**src/rtl/rs_dec_ctrl_if.sv**
```systemverilog
`default_nettype none
// ============================================================================
// Module      : rs_dec_ctrl_if
// Description : Handshake and status bundle between the RS decoder frame
//               sequencer and its surroundings (beat source, syndrome
//               accumulator, BM engine, Chien engine, status sink).
//   in_valid/in_ready/in_sop/in_eop  codeword beat handshake
//   synd_clr/synd_en/synd_mask       syndrome accumulator control
//   synd_zero                        all syndromes zero
//   bm_start/bm_done/bm_fail/bm_deg  Berlekamp-Massey handshake
//   chien_start/chien_done/roots     Chien search handshake
//   frm_done/frm_status/frm_err_cnt  per-frame result
//   modport master : sequencer view
//   modport slave  : datapath / environment view
// Revision    : 1.0 - initial release
// ============================================================================
interface rs_dec_ctrl_if #(
   parameter int BUS_WIDTH_IN_SYMB = 4,
   parameter int DW                = 4
);
   logic                         in_valid;
   logic                         in_ready;
   logic                         in_sop;
   logic                         in_eop;
   logic                         synd_clr;
   logic                         synd_en;
   logic [BUS_WIDTH_IN_SYMB-1:0] synd_mask;
   logic                         synd_zero;
   logic                         bm_start;
   logic                         bm_done;
   logic                         bm_fail;
   logic [DW-1:0]                bm_deg;
   logic                         chien_start;
   logic                         chien_done;
   logic [DW-1:0]                chien_roots;
   logic                         frm_done;
   logic [2:0]                   frm_status;
   logic [DW-1:0]                frm_err_cnt;

   modport master (
      input  in_valid, in_sop, in_eop, synd_zero,
             bm_done, bm_fail, bm_deg, chien_done, chien_roots,
      output in_ready, synd_clr, synd_en, synd_mask,
             bm_start, chien_start, frm_done, frm_status, frm_err_cnt
   );

   modport slave (
      output in_valid, in_sop, in_eop, synd_zero,
             bm_done, bm_fail, bm_deg, chien_done, chien_roots,
      input  in_ready, synd_clr, synd_en, synd_mask,
             bm_start, chien_start, frm_done, frm_status, frm_err_cnt
   );
endinterface
`default_nettype wire

```
**src/rtl/rs_dec_ctrl.sv**
```systemverilog
`default_nettype none
// ============================================================================
// Module      : rs_dec_ctrl
// Description : Frame sequencer for an RS(N_LEN,K_LEN) decoder. Receives a
//               codeword as beats of BUS_WIDTH_IN_SYMB symbols while steering
//               the syndrome accumulator, then runs BM and Chien search via
//               start/done handshakes and reports one status per frame.
//   clk  : clock
//   rst  : synchronous reset, active high
//   bus  : rs_dec_ctrl_if.master (beat handshake, syndrome control,
//          BM/Chien handshakes, frame result)
// Revision    : 1.0 - initial release
// ============================================================================
module rs_dec_ctrl #(
   parameter int N_LEN             = 255,
   parameter int K_LEN             = 239,
   parameter int BUS_WIDTH_IN_SYMB = 4,
   parameter int SYND_LAT          = 2,
   parameter int TMO_CYC           = 1024
) (
   input wire            clk,
   input wire            rst,
   rs_dec_ctrl_if.master bus
);
   localparam int T_VAL     = (N_LEN - K_LEN) / 2;
   localparam int BEATS     = (N_LEN + BUS_WIDTH_IN_SYMB - 1) / BUS_WIDTH_IN_SYMB;
   localparam int LAST_SYMS = N_LEN - (BEATS - 1) * BUS_WIDTH_IN_SYMB;
   localparam int DW        = $clog2(T_VAL + 1);
   localparam int BCW       = (BEATS > 1) ? $clog2(BEATS) : 1;
   localparam int WDW       = $clog2(TMO_CYC + 1);

   localparam logic [BCW-1:0] LAST_BEAT = BCW'(BEATS - 1);
   localparam logic [WDW-1:0] SYND_LAST = WDW'(SYND_LAT - 1);
   localparam logic [WDW-1:0] TMO_LAST  = WDW'(TMO_CYC - 1);

   localparam logic [BUS_WIDTH_IN_SYMB-1:0] MASK_FULL = '1;
   localparam logic [BUS_WIDTH_IN_SYMB-1:0] MASK_LAST =
      MASK_FULL >> (BUS_WIDTH_IN_SYMB - LAST_SYMS);

   localparam logic [2:0] ST_OK        = 3'd0;
   localparam logic [2:0] ST_CORRECTED = 3'd1;
   localparam logic [2:0] ST_UNCORR    = 3'd2;
   localparam logic [2:0] ST_FRAME_ERR = 3'd3;
   localparam logic [2:0] ST_TIMEOUT   = 3'd4;

   typedef enum logic [2:0] {
      S_IDLE      = 3'd0,
      S_RECV      = 3'd1,
      S_SYND_WAIT = 3'd2,
      S_BM        = 3'd3,
      S_CHIEN     = 3'd4,
      S_DONE      = 3'd5
   } state_t;

   state_t                 state_q, state_d;
   logic [BCW-1:0]         beat_cnt_q, beat_cnt_d;
   logic [WDW-1:0]         wdog_q, wdog_d;   // also times the syndrome latency
   logic [DW-1:0]          deg_q, deg_d;
   logic                   in_ready_q, in_ready_d;
   logic                   bm_start_q, bm_start_d;
   logic                   chien_start_q, chien_start_d;
   logic                   frm_done_q, frm_done_d;
   logic [2:0]             status_q, status_d;
   logic [DW-1:0]          err_cnt_q, err_cnt_d;

   logic                   in_ready;
   logic                   accept;
   logic                   is_last;
   logic                   synd_clr;
   logic                   synd_en;
   logic [BUS_WIDTH_IN_SYMB-1:0] synd_mask;

   // The ready flop only settles one edge after reset; masking with rst keeps
   // the handshake closed for every cycle reset is asserted.
   assign in_ready = in_ready_q & ~rst;
   assign accept   = bus.in_valid & in_ready;
   assign is_last  = (beat_cnt_q == LAST_BEAT);

   always_comb begin
      state_d       = state_q;
      beat_cnt_d    = beat_cnt_q;
      wdog_d        = wdog_q;
      deg_d         = deg_q;
      status_d      = status_q;
      err_cnt_d     = err_cnt_q;
      bm_start_d    = 1'b0;
      chien_start_d = 1'b0;
      synd_clr      = 1'b0;
      synd_en       = 1'b0;
      synd_mask     = '0;

      case (state_q)
         S_IDLE: begin
            // Beats without sop are dropped here while hunting for a frame.
            if (accept && bus.in_sop) begin
               if (bus.in_eop) begin
                  state_d   = S_DONE;
                  status_d  = ST_FRAME_ERR;
                  err_cnt_d = '0;
               end else begin
                  synd_clr   = 1'b1;
                  synd_en    = 1'b1;
                  synd_mask  = MASK_FULL;
                  beat_cnt_d = BCW'(1);
                  state_d    = S_RECV;
               end
            end
         end

         S_RECV: begin
            if (accept) begin
               // eop must coincide exactly with the final beat; a framing
               // violation is not folded into the syndromes.
               if (bus.in_sop || (bus.in_eop != is_last)) begin
                  beat_cnt_d = '0;
                  state_d    = S_DONE;
                  status_d   = ST_FRAME_ERR;
                  err_cnt_d  = '0;
               end else begin
                  synd_en   = 1'b1;
                  synd_mask = is_last ? MASK_LAST : MASK_FULL;
                  if (is_last) begin
                     beat_cnt_d = '0;
                     wdog_d     = '0;
                     state_d    = S_SYND_WAIT;
                  end else begin
                     beat_cnt_d = beat_cnt_q + 1'b1;
                  end
               end
            end
         end

         S_SYND_WAIT: begin
            if (wdog_q == SYND_LAST) begin
               wdog_d = '0;
               if (bus.synd_zero) begin
                  state_d   = S_DONE;
                  status_d  = ST_OK;
                  err_cnt_d = '0;
               end else begin
                  bm_start_d = 1'b1;
                  state_d    = S_BM;
               end
            end else begin
               wdog_d = wdog_q + 1'b1;
            end
         end

         S_BM: begin
            // A done arriving on the final watchdog cycle takes priority.
            if (bus.bm_done) begin
               wdog_d = '0;
               if (bus.bm_fail) begin
                  state_d   = S_DONE;
                  status_d  = ST_UNCORR;
                  err_cnt_d = '0;
               end else begin
                  deg_d         = bus.bm_deg;
                  chien_start_d = 1'b1;
                  state_d       = S_CHIEN;
               end
            end else if (wdog_q == TMO_LAST) begin
               state_d   = S_DONE;
               status_d  = ST_TIMEOUT;
               err_cnt_d = '0;
            end else begin
               wdog_d = wdog_q + 1'b1;
            end
         end

         S_CHIEN: begin
            if (bus.chien_done) begin
               wdog_d  = '0;
               state_d = S_DONE;
               // Root count must match the locator degree to trust the fix.
               if (bus.chien_roots == deg_q) begin
                  status_d  = ST_CORRECTED;
                  err_cnt_d = deg_q;
               end else begin
                  status_d  = ST_UNCORR;
                  err_cnt_d = '0;
               end
            end else if (wdog_q == TMO_LAST) begin
               state_d   = S_DONE;
               status_d  = ST_TIMEOUT;
               err_cnt_d = '0;
            end else begin
               wdog_d = wdog_q + 1'b1;
            end
         end

         S_DONE: begin
            wdog_d  = '0;
            state_d = S_IDLE;
         end

         default: begin
            state_d = S_IDLE;
         end
      endcase

      frm_done_d = (state_d == S_DONE);
      in_ready_d = (state_d == S_IDLE) || (state_d == S_RECV);
   end

   always_ff @(posedge clk) begin
      if (rst) begin
         state_q       <= S_IDLE;
         beat_cnt_q    <= '0;
         wdog_q        <= '0;
         deg_q         <= '0;
         in_ready_q    <= 1'b0;
         bm_start_q    <= 1'b0;
         chien_start_q <= 1'b0;
         frm_done_q    <= 1'b0;
         status_q      <= 3'd0;
         err_cnt_q     <= '0;
      end else begin
         state_q       <= state_d;
         beat_cnt_q    <= beat_cnt_d;
         wdog_q        <= wdog_d;
         deg_q         <= deg_d;
         in_ready_q    <= in_ready_d;
         bm_start_q    <= bm_start_d;
         chien_start_q <= chien_start_d;
         frm_done_q    <= frm_done_d;
         status_q      <= status_d;
         err_cnt_q     <= err_cnt_d;
      end
   end

   assign bus.in_ready    = in_ready;
   assign bus.synd_clr    = synd_clr;
   assign bus.synd_en     = synd_en;
   assign bus.synd_mask   = synd_mask;
   assign bus.bm_start    = bm_start_q;
   assign bus.chien_start = chien_start_q;
   assign bus.frm_done    = frm_done_q;
   assign bus.frm_status  = status_q;
   assign bus.frm_err_cnt = err_cnt_q;
endmodule
`default_nettype wire

```
**src/flat_wrapper.sv**
```systemverilog
// flat-port wrapper written by rule: the top's interface ports become plain ports
module rs_dec_ctrl_flat 
#(
   parameter int N_LEN             = 255,
   parameter int K_LEN             = 239,
   parameter int BUS_WIDTH_IN_SYMB = 4,
   parameter int SYND_LAT          = 2,
   parameter int TMO_CYC           = 1024
)
  (clk, rst, bus_in_valid, bus_in_sop, bus_in_eop, bus_synd_zero, bus_bm_done, bus_bm_fail, bus_bm_deg, bus_chien_done, bus_chien_roots, bus_in_ready, bus_synd_clr, bus_synd_en, bus_synd_mask, bus_bm_start, bus_chien_start, bus_frm_done, bus_frm_status, bus_frm_err_cnt);
  rs_dec_ctrl_if #(.BUS_WIDTH_IN_SYMB(BUS_WIDTH_IN_SYMB), .DW(4)) bus_i ();
  input wire clk;
  input wire rst;
  input wire logic [$bits(bus_i.in_valid)-1:0] bus_in_valid;
  input wire logic [$bits(bus_i.in_sop)-1:0] bus_in_sop;
  input wire logic [$bits(bus_i.in_eop)-1:0] bus_in_eop;
  input wire logic [$bits(bus_i.synd_zero)-1:0] bus_synd_zero;
  input wire logic [$bits(bus_i.bm_done)-1:0] bus_bm_done;
  input wire logic [$bits(bus_i.bm_fail)-1:0] bus_bm_fail;
  input wire logic [$bits(bus_i.bm_deg)-1:0] bus_bm_deg;
  input wire logic [$bits(bus_i.chien_done)-1:0] bus_chien_done;
  input wire logic [$bits(bus_i.chien_roots)-1:0] bus_chien_roots;
  output wire logic [$bits(bus_i.in_ready)-1:0] bus_in_ready;
  output wire logic [$bits(bus_i.synd_clr)-1:0] bus_synd_clr;
  output wire logic [$bits(bus_i.synd_en)-1:0] bus_synd_en;
  output wire logic [$bits(bus_i.synd_mask)-1:0] bus_synd_mask;
  output wire logic [$bits(bus_i.bm_start)-1:0] bus_bm_start;
  output wire logic [$bits(bus_i.chien_start)-1:0] bus_chien_start;
  output wire logic [$bits(bus_i.frm_done)-1:0] bus_frm_done;
  output wire logic [$bits(bus_i.frm_status)-1:0] bus_frm_status;
  output wire logic [$bits(bus_i.frm_err_cnt)-1:0] bus_frm_err_cnt;
  assign bus_i.in_valid = bus_in_valid;
  assign bus_i.in_sop = bus_in_sop;
  assign bus_i.in_eop = bus_in_eop;
  assign bus_i.synd_zero = bus_synd_zero;
  assign bus_i.bm_done = bus_bm_done;
  assign bus_i.bm_fail = bus_bm_fail;
  assign bus_i.bm_deg = bus_bm_deg;
  assign bus_i.chien_done = bus_chien_done;
  assign bus_i.chien_roots = bus_chien_roots;
  assign bus_in_ready = bus_i.in_ready;
  assign bus_synd_clr = bus_i.synd_clr;
  assign bus_synd_en = bus_i.synd_en;
  assign bus_synd_mask = bus_i.synd_mask;
  assign bus_bm_start = bus_i.bm_start;
  assign bus_chien_start = bus_i.chien_start;
  assign bus_frm_done = bus_i.frm_done;
  assign bus_frm_status = bus_i.frm_status;
  assign bus_frm_err_cnt = bus_i.frm_err_cnt;
  rs_dec_ctrl #(.N_LEN(N_LEN), .K_LEN(K_LEN), .BUS_WIDTH_IN_SYMB(BUS_WIDTH_IN_SYMB), .SYND_LAT(SYND_LAT), .TMO_CYC(TMO_CYC)) u_core (.clk(clk), .rst(rst), .bus(bus_i));
endmodule
```
**config.mk**
```make
export PLATFORM = sky130hd
export DESIGN_NAME = rs_dec_ctrl_flat
export DESIGN_NICKNAME = d
export VERILOG_FILES = /design/src/rtl/rs_dec_ctrl_if.sv /design/src/rtl/rs_dec_ctrl.sv /design/src/flat_wrapper.sv
export SDC_FILE = /design/constraint.sdc
export NUM_CORES = 1
export LEC_CHECK = 0
export ABC_AREA = 1
export CAP_MARGIN = 20
export CORE_ASPECT_RATIO = 2
export CORE_MARGIN = 2
export CORE_UTILIZATION = 55
export CTS_BUF_LIST = sky130_fd_sc_hd__clkbuf_8
export DETAILED_ROUTE_END_ITERATION = 8
export GPL_TIMING_DRIVEN = 0
export PLACE_DENSITY = 0.87
export SLEW_MARGIN = 20
export SYNTH_ARGS = -nofsm -noshare
export SYNTH_HDL_FRONTEND = slang
export SYNTH_SLANG_ARGS = --single-unit
```
**constraint.sdc**
```tcl
create_clock -name clk -period 3.6 [get_ports clk]
set_input_delay 0.36 -clock clk [delete_from_list [all_inputs] [get_ports clk]]
set_output_delay 0.36 -clock clk [all_outputs]
set_load 0.01 [all_outputs]
```
==> impl_metrics.yaml <==
outcome:
  status: "complete, no violations"
floorplan:
  initial_core_util: 0.575
  io_pins: 34
  dieArea_um2: 4890
  die_h_um: 96.9
  dieWidth_um: 50.5
  core_um2: 4130
  rows: 33
sta:
  tightest_slew_ns: 0.513
  drv_slew: 0
  setup_tns_ns: 0
  finalCriticalPeriod_ns: 2.94
  period_share: 0.816
  finalSetupViolCount: 0
  fmax_ghz: 0.340
  grt_setup_unrepaired: "no"
  skew_ns: 0.00744
  slew_headroom: 0.658
  hold_viol_final: 0
synth:
  synth_area_um2: 2370
  yosys_warnings: 0
  ys_seq_area_frac: 0.295
  syn_inst: 390
  synthTopCellsByArea: "dfxtp_1 (30%), nand2_1 (15%), nand3_1 (9.3%)"
  synth_largest_area_cell: "dfxtp_1"
  syn_area_per_cell_um2: 6.09
  syn-num-nets: 410
  ys_ff_latch: 35
  synth_top_area_share: 0.295
  yosysUniqueCellTypes: 29
detailed_routing:
  drt_iter0_markers: 96
  dr.pass1.iters: 4
  ant_nets: 0
  drc: 0
  vias: 2646
  post_drt_via_cell_ratio: 5.49
  routedWlPerCell_um: 13.3
  routed_wl_um: 6410
power:
  leakagePower_uw: 0.00132
  p_per_area_nw_per_um2: 341
  vdd_drop_max_v: 0.000451
worst_setup_path:
  cp.arrival_ns: 2.58
  setup.worst_path.class: "flip-flop to primary output"
  required_ns: 3.24
  crit_path_max_fanout: 5
  rrSetupSlack_ns: 1.66
  start_kind: "flip-flop"
  cp-end-kind: "primary output"
place:
  post_dp_cell_area_um2: 2760
  dp.cells: 474
  io_buffers: 32
  globalplace.congestion: 0.884
  dp_hpwl_um: 4960
cells_and_area:
  diodes: 0
  fin_nets: 449
  fin_cells: 482
  drive_gt1_frac: 0.0977
  syn2layout_area_growth_pct: 21.0
  post-route-cell-area_um2: 2870
cts:
  cts.path.max_buffers: 2
  htreeDepth: 2
  clk_root_buffer_cell: "clkbuf_8"
  clkTransAtPathRegs_ns: 0.08
  cts_setup_buffers: 0
  worstSkewPairLatency_ns: 0.30
  cts_buffers: 5
  cts_tree: "done"
  cts.sinks: 35
  cts_resized: 0
  hold_buffers: 0
global_routing:
  grt_pass1_wl_um: 10400
  grt_pass1_vias: 2478
  grt_overflow_total: 0
  grt.total_usage: 0.271
  antenna_found_initial: 0
  grt_max_degree: 13
flow_run:
  cap_violations: 0
worst_hold_path:
  holdCritPathClass: "primary input to flip-flop"
## final cells by class
class	count	area, um^2
Tap cell	52	65.1
Inverter	52	200
Clock inverter	3	43.8
Fill cell	372	1260
Clock buffer	5	68.8
Sequential cell	35	701
Timing Repair Buffer	32	320
Multi-Input combinational cell	293	1410
Buffer	10	61.3
## through the flow
stage	total power (uW)	worst slack [ns]	hold WS (ns)	util
after CTS	982	0.676	0.337	0.695
after global routing	1020	0.521	0.357	0.695
after floorplan	547	1.73	0.457	-
after global placement	620	1.08	0.476	0.668
final	980	0.662	0.335	0.695
after detailed placement	625	1.03	0.483	0.668
## synth_stat cells (all sizes together)
library cell  instances
nor3                  6
nand3b                2
ha                    3
buf                   8
dfxtp                35
xor2                  5
a21oi                26
o21bai                1
nor2                 60
a31oi                 1
clkinv                1
nand3                44
clkbuf                2
nand4                13
nand2               104
o21ai                26
xnor2                 2
inv                  51
## cells by family after synthesis
| family | synth area share |
|---|---|
| AO/OA/AOI/OAI | 0.119 |
| buffers and inverters | 0.110 |
| AND/OR/NAND/NOR | 0.434 |
| flip-flops | 0.295 |
| XOR/XNOR | 0.0258 |
| adder cells (fa/ha/maj) | 0.0158 |
## path summary, 6_finish.rpt
kind              depth (start not counted)          endpoint                 start
hold / removal                            2  u_core.wdog_q[7]                   rst
setup reg to reg                         12  u_core.wdog_q[1]  u_core.beat_cnt_q[0]
setup / recovery                         11  bus_synd_mask[1]  u_core.beat_cnt_q[0]
hold reg to reg                           2   u_core.deg_q[1]       u_core.deg_q[1]
## critical path: stages (launching register included)
cell and delay (ns):
dfxtp_1 0.43, ha_1 0.20, nand2_1 0.10, nor2_2 0.16, nand2_1 0.16, nand2_1 0.13
nand4_1 0.10, inv_1 0.14, nand2_1 0.08, nand2_1 0.12, buf_4 0.12, clkdlybuf4s50_1 0.53
## metal layers
metal | vias to the layer above | part of all wire | GRT usage
li1 | 1336 | - | -
met1 | 1223 | 0.37 | 0.250
met2 | 67 | 0.57 | 0.526
met3 | 20 | 0.029 | 0.0370
met4 | 0 | 0.038 | 0.152
met5 | - | 0 | 0
## where the power goes
part	internal, uW	switching, uW	total (uW)
Combinational	78.6	119	197
Clock	206	155	361
Sequential	404	17.5	421
## state kept, by name, summed over array words and instances, names as in the netlist
name and cells:
u_core.bus.bm_start 1, u_core.bus.chien_start 1, u_core.wdog_q 11, u_core.deg_q 4, u_core.in_ready_q 1, u_core.bus.frm_err_cnt 4, u_core.bus.frm_done 1, u_core.beat_cnt_q 6
u_core.state_q 3, u_core.bus.frm_status 3
## cells in the final DEF, fill, tap and decap left out, types with 3 or more instances in the layout
cell,Yosys,routed
ha_1,3,3
buf_2,4,4
nand4_1,13,13
nand3_1,44,44
clkdlybuf4s50_1,0,32
xor2_1,5,5
nor3_1,6,6
nand2_1,95,95
nor2_1,51,51
inv_1,46,46
nand2_2,7,7
buf_4,3,3
nor2_2,7,7
inv_2,3,3
clkbuf_8,0,5
a21oi_1,26,26
o21ai_0,23,23
dfxtp_1,35,35
No activity file was read; power rests on OpenSTA's default activity.
